`src/rtl/if_id_stage.sv`:
```
// IF/ID stage: PC register, IF/ID pipeline register and ID/EX control register.
// Latency: one cycle on every output; no combinational input-to-output path.
// Stalls come from PCWr/IFIDWr/hazCtrl. Optional counters are enabled by STALL_COUNT_EN.
module if_id_stage (
  input  logic        clk,
  input  logic        rst,
  input  logic        PCWr,
  input  logic        IFIDWr,
  input  logic        hazCtrl,
  input  logic        branchTaken,
  input  logic [31:0] branchTarget,
  input  logic [31:0] instrIn,
  input  logic [8:0]  ctrlIn,
  output logic [31:0] pc,
  output logic [31:0] IFIDInstr,
  output logic [31:0] IFIDPCPlus4,
  output logic        IFIDValid,
  output logic [8:0]  IDEXCtrl,
  output logic        IDEXValid,
  output logic [15:0] stallCnt,
  output logic [15:0] flushCnt
);

  // A branch only counts when its operands are ready, i.e. no bubble this cycle.
  logic        branch_qual;
  logic [31:0] pc_plus4;
  logic [31:0] branch_pc;

  assign branch_qual = branchTaken & ~hazCtrl;
  assign pc_plus4    = pc + 32'd4;
  // Masking keeps the fetch address word aligned even for a misaligned target.
  assign branch_pc   = branchTarget & 32'hFFFF_FFFC;

  // PC register: a qualified branch wins over PCWr; otherwise advance or hold.
  always_ff @(posedge clk) begin
    if (rst) begin
      pc <= 32'd0;
    end else if (branch_qual) begin
      pc <= branch_pc;
    end else if (PCWr) begin
      pc <= pc_plus4;
    end
  end

  // IF/ID register: flush on a qualified branch, else capture or hold.
  always_ff @(posedge clk) begin
    if (rst) begin
      IFIDInstr   <= 32'd0;
      IFIDPCPlus4 <= 32'd0;
      IFIDValid   <= 1'b0;
    end else if (branch_qual) begin
      IFIDInstr   <= 32'd0;
      IFIDPCPlus4 <= 32'd0;
      IFIDValid   <= 1'b0;
    end else if (IFIDWr) begin
      IFIDInstr   <= instrIn;
      IFIDPCPlus4 <= pc_plus4;
      IFIDValid   <= 1'b1;
    end
  end

  // ID/EX control register: a bubble zeroes the control bundle and validity.
  always_ff @(posedge clk) begin
    if (rst) begin
      IDEXCtrl  <= 9'd0;
      IDEXValid <= 1'b0;
    end else if (hazCtrl) begin
      IDEXCtrl  <= 9'd0;
      IDEXValid <= 1'b0;
    end else begin
      IDEXCtrl  <= ctrlIn;
      IDEXValid <= IFIDValid;
    end
  end

`ifdef STALL_COUNT_EN
  logic [15:0] stall_count;
  logic [15:0] flush_count;

  // Saturating event counters for bubble cycles and branch flushes.
  always_ff @(posedge clk) begin
    if (rst) begin
      stall_count <= 16'd0;
      flush_count <= 16'd0;
    end else begin
      if (hazCtrl && (stall_count != 16'hFFFF)) begin
        stall_count <= stall_count + 16'd1;
      end
      if (branch_qual && (flush_count != 16'hFFFF)) begin
        flush_count <= flush_count + 16'd1;
      end
    end
  end

  assign stallCnt = stall_count;
  assign flushCnt = flush_count;
`else
  // Counters compiled out: ports stay present and read as zero.
  assign stallCnt = 16'd0;
  assign flushCnt = 16'd0;
`endif

endmodule

```
`config.mk`:
```
export PLATFORM = sky130hd
export DESIGN_NAME = if_id_stage
export DESIGN_NICKNAME = d
export VERILOG_FILES = /design/src/rtl/if_id_stage.sv
export SDC_FILE = /design/constraint.sdc
export NUM_CORES = 1
export LEC_CHECK = 0
export CORE_MARGIN = 2
export CORE_UTILIZATION = 42
export DETAILED_ROUTE_END_ITERATION = 7
export PLACE_DENSITY = 0.81
export SETUP_SLACK_MARGIN = 0.3
export SKIP_LAST_GASP = 1
export SYNTH_ARGS = -nofsm -noshare
export SYNTH_HDL_FRONTEND = slang
export SYNTH_SLANG_ARGS = --single-unit
```
`constraint.sdc`:
```
create_clock -name clk -period 2 [get_ports clk]
set_input_delay 0.5 -clock clk [delete_from_list [all_inputs] [get_ports clk]]
set_output_delay 0.5 -clock clk [all_outputs]
set_load 0.01 [all_outputs]
```
## After elaboration in Yosys (flattened, before gate mapping)

Index checks and enable logic that the tools add are counted.

| word-level totals | value |
|---|---|
| bits in registers | 107 |
| input bits | 79 |
| word-level logic and storage cells | 15 |

| cells by class | value |
|---|---|
| $add $sub $neg | 1 |
| multiplexer cells | 2 |
| bitwise logic cells | 2 |
| reductions and logical operators | 3 |

Operator list:

| kind | count |
|---|---|
| $mux W32 | 2 |
| $add A32 B3 Y32 const B | 1 |
| $reduce_or A2 Y1 | 2 |
| $reduce_bool A2 Y1 | 1 |
| $and A1 B1 Y1 | 1 |
| $not A1 Y1 | 1 |

## Logic depth before layout (Yosys ltp)

| depth | value |
|---|---|
| depth in word-level cells | 3 |
| depth in mapped cells | 8 |
| depth with buffers taken out | 6 |

## Least setup slack after synthesis

Ideal clock, no wire load.

| timing | value |
|---|---|
| path type | flip-flop to flip-flop |
| from | reg pc[18] |
| to | reg IFIDPCPlus4[30] |
| setup time | 0.132 ns |
| arrival | 1.609 ns |
| slack | 0.259 ns |
| stages on the path, launching flop included | 7 |
| buffers on the path | 1 |
| clock period less this slack | 1.741 ns |
| cell sequence | dfxtp_1 buf_2 nand4_2 or4_4 nor3_1 xnor2_1 a21oi_1 |

| between the ends | value |
|---|---|
| longest elaborated chain between the ends | 1 |

Ends and longest elaborated chain:

| element | line | source |
|---|---|---|
| start, declared | 14 | `output logic [31:0] pc,` |
| start signal, assigned | 39 | `pc <= branch_pc;` |
| start signal, assigned | 41 | `pc <= pc_plus4;` |
| $add A32 B3 Y32 | 30 | `assign pc_plus4 = pc + 32'd4;` |
| end signal, assigned | 57 | `IFIDPCPlus4 <= pc_plus4;` |
| end, declared | 16 | `output logic [31:0] IFIDPCPlus4,` |

No other way between the ends.
A chain may end at the register's enable or synchronous reset.

## Final worst setup path

| timing | value |
|---|---|
| from | reg IDEXCtrl[5] |
| to | out IDEXCtrl[5] |

RTL lines:

| element | line | source |
|---|---|---|
| start, declared | 18 | `output logic [8:0] IDEXCtrl,` |
| start signal, assigned | 71 | `IDEXCtrl <= ctrlIn;` |

No word-level cell between the ends.

==> run_results.csv <==
group,metric,value,unit
outcome,status,"complete, no violations",
run,cap_violations,0,
routing,drt_wl_total,13900,um
clocking,insertion_delay,0.34,ns
pwr,power.leakage,3.27,nW
placement,place.detailed.hpwl,9930,um
pwr,powerDensity,661,nW/um^2
setup_path,cpLargestDelayFamily,"buffers and inverters",
floorplanning,start_util,0.435,
final_layout,drive_gt1_frac,0.148,
final_layout,layout-area-overhead-vs-synth,49.9,%
floorplanning,die_h,111,um
setup_path,max_stage_delay,0.53,ns
global_routing,grt.met3_usage,0.0357,
global_routing,use_met2,0.375,
setup_path,crit_fanout,1,
routing,dr.pass1.iters,4,
routing,routedWlPerCell,16.0,um
final_layout,final_area,7160,um^2
final_layout,num_antenna_cells,0,
routing,post-route-drc-count,0,
global_routing,gr-total-overflow,0,
final_layout,final_common_cell,"dlygate4sd2_1",
setup_path,setup.worst_path.start,"IDEXCtrl[5]$_SDFF_PP0_",
setup_path,crit_slowest_cell,"clkdlybuf4s50_1",
timing,period_needed,1.68,ns
clocking,numCtsBuffers,9,
timing,hold_viol_final,0,
timing,setup_viol,0,
global_routing,grt_pass1_vias,4229,
synthesis,ys_ff_latch,103,
clocking,clockBufferDepth,2,
setup_path,cp-end-kind,"output pin",
floorplanning,placementRows,38,
synthesis,yosysWarningCount,0,
setup_path,cp.arrival,1.18,ns
synthesis,synth_cell_type_count,42,
global_routing,use_met1,0.261,
global_routing,grt_usage,0.214,
global_routing,grt_max_degree,54,
clocking,clk_pin_slew,0.07,ns
routing,via_per_inst,5.02,
placement,placed_area,6760,um^2
routing,vias,4366,
clocking,hold_buffers,0,
timing,fmax,0.594,GHz
setup_path,path_buf_inv,1,
clocking,cts_tree,"yes",
synthesis,yosysSeqAreaShare,0.432,
floorplanning,core-area,11000,um^2
timing,skew,0.00430,ns
pwr,ir_drop,0.395,mV
timing,slew_violations,0,
clocking,cts_sinks,103,
global_routing,busiest_layer,"met2",
hold_path,holdCritPathClass,"register to register",
setup_path,crit_chain,"clkdlybuf4s50_1",
setup_path,start_kind,"register",
timing,slew_headroom,0.658,
floorplanning,io_pins,218,
timing,tightest_slew,0.511,ns
routing,postRouteAntennaNets,0,
timing,finalSetupTns,0,ns
final_layout,final_util,0.652,
setup_path,crit_type,"register to output pin",
hold_path,hp-start,"IFIDPCPlus4[8]$_SDFFE_PP0P_",
floorplanning,die_area,12200,um^2
routing,dr.first_iter.drc_count,246,
placement,finalWeightedCongestion,0.809,
setup_path,timing.rr.start,"pc[13]$_SDFFE_PP0P_",
placement,portBuffers,179,
final_layout,final_cell_mix,"93 x dlygate4sd2_1, 89 x dfxtp_1, 79 x nor2_1, 76 x clkdlybuf4s50_1, 41 x buf_4",
global_routing,grt_pass1_wl,21600,um
clocking,root_buffer,"clkbuf_16",
floorplanning,dieWidth,111,um
synthesis,syn_area_per_cell,8.99,um^2
synthesis,synth_cells,531,
timing,grt_setup_unrepaired,"yes",
timing,fin_crit_sh,0.842,
global_routing,antenna_found_initial,0,
clocking,htreeDepth,3,
final_layout,final_nets,806,
synthesis,syn-cell-area,4770,um^2
setup_path,required,1.50,ns
-- stage by stage --
stage	hold WS [ns]	std cells	setup WS, ns	total power [mW]
floorplan	0.498	566	0.295	2.72
global placement	0.471	847	-0.101	3.16
detailed placement	0.477	847	-0.186	3.18
CTS	0.488	866	0.132	4.73
global route	0.507	870	0.205	4.91
finish	0.484	870	0.317	4.73
-- kinds of logic (layout without fill, tap and decap cells) --
kind of cell / after synthesis / after routing / share of synthesized area
simple gates: 175 / 175 / 0.189
flops: 103 / 103 / 0.432
compound gates: 87 / 87 / 0.116
buf+inv: 80 / 244 / 0.0967
xor+xnor: 50 / 50 / 0.0917
mux: 34 / 34 / 0.0713
fa+ha+maj: 1 / 1 / 0.00262
other cells: 1 / 36 / 0.000785
-- report_power, final --
part	internal [mW]	switching (mW)	total, mW
logic	0.433	0.401	0.834
clock network	0.845	0.797	1.64
registers	2.17	0.0806	2.25
-- final timing paths --
check	end	slack (ns)	cells past startpoint
min	IFIDPCPlus4[8]$_SDFFE_PP0P_	0.48	2
min reg2reg	IFIDPCPlus4[8]$_SDFFE_PP0P_	0.48	2
max	IDEXCtrl[5]	0.32	1
max reg2reg	pc[22]$_SDFFE_PP0P_	0.33	6
-- final cells by class --
| type | instances | area [um^2] |
|---|---|---|
| Inverter | 2 | 7.51 |
| Fill cell | 907 | 3830 |
| Timing Repair Buffer | 227 | 2120 |
| Tap cell | 140 | 175 |
| Sequential cell | 103 | 2080 |
| Multi-Input combinational cell | 383 | 2500 |
| Clock inverter | 6 | 46.3 |
| Clock buffer | 9 | 225 |
-- registers in the layout (all words and copies together), names as in the netlist --
| name | count |
|---|---|
| IDEXValid | 1 |
| IFIDPCPlus4 | 30 |
| IFIDInstr | 32 |
| pc | 30 |
| IDEXCtrl | 9 |
| IFIDValid | 1 |
-- cells in the mapped netlist --
master    instances  area, um^2
a211oi_1         32         240
a211oi_2          1        12.5
a21oi_1          21         105
a311oi_1          6        52.6
and2_1           11        68.8
and3_1            4        25.0
and4_1            5        43.8
and4_2            1        10.0
buf_1             6        22.5
buf_2            11        55.1
buf_4            37         278
buf_6             1        11.3
clkbuf_1         22        82.6
clkbuf_2          1        5.00
conb_1            1        3.75
dfxtp_1         103        2060
ha_1              1        12.5
inv_1             2        7.51
mux2i_1          34         340
nand2_1          11        41.3
nand2b_1          2        12.5
nand3_1          18        90.1
nand3b_1          2        15.0
nand4_1          11        68.8
nand4_2           1        12.5
nand4_4           1        21.3
nor2_1           79         297
nor2b_1           1        6.26
nor3_1           15        75.1
nor3_2            2        20.0
nor4_1            1        6.26
nor4_2            1        12.5
nor4_4            1        21.3
o211a_1           1        10.0
o21ai_0          25         125
o41ai_1           1        8.76
or2_0             1        6.26
or2_2             1        6.26
or3_1             5        31.3
or4_4             1        11.3
xnor2_1          27         236
xor2_1           23         201
-- timing repair --
item / CTS / global route
pin swaps: 0 / 11
resized for setup: 117 / 31
endpoints found under the setup margin: 121 / 40
buffers inserted: 4 / 4
gates cloned: 0 / 0
-- routing by layer --
metal  up-vias  part of all wire
met3        23             0.052
met2       173              0.49
met1      2021              0.43
met5         -                 0
met4         0             0.023
li1       2149                 -
(Power assumes the default switching activity.)
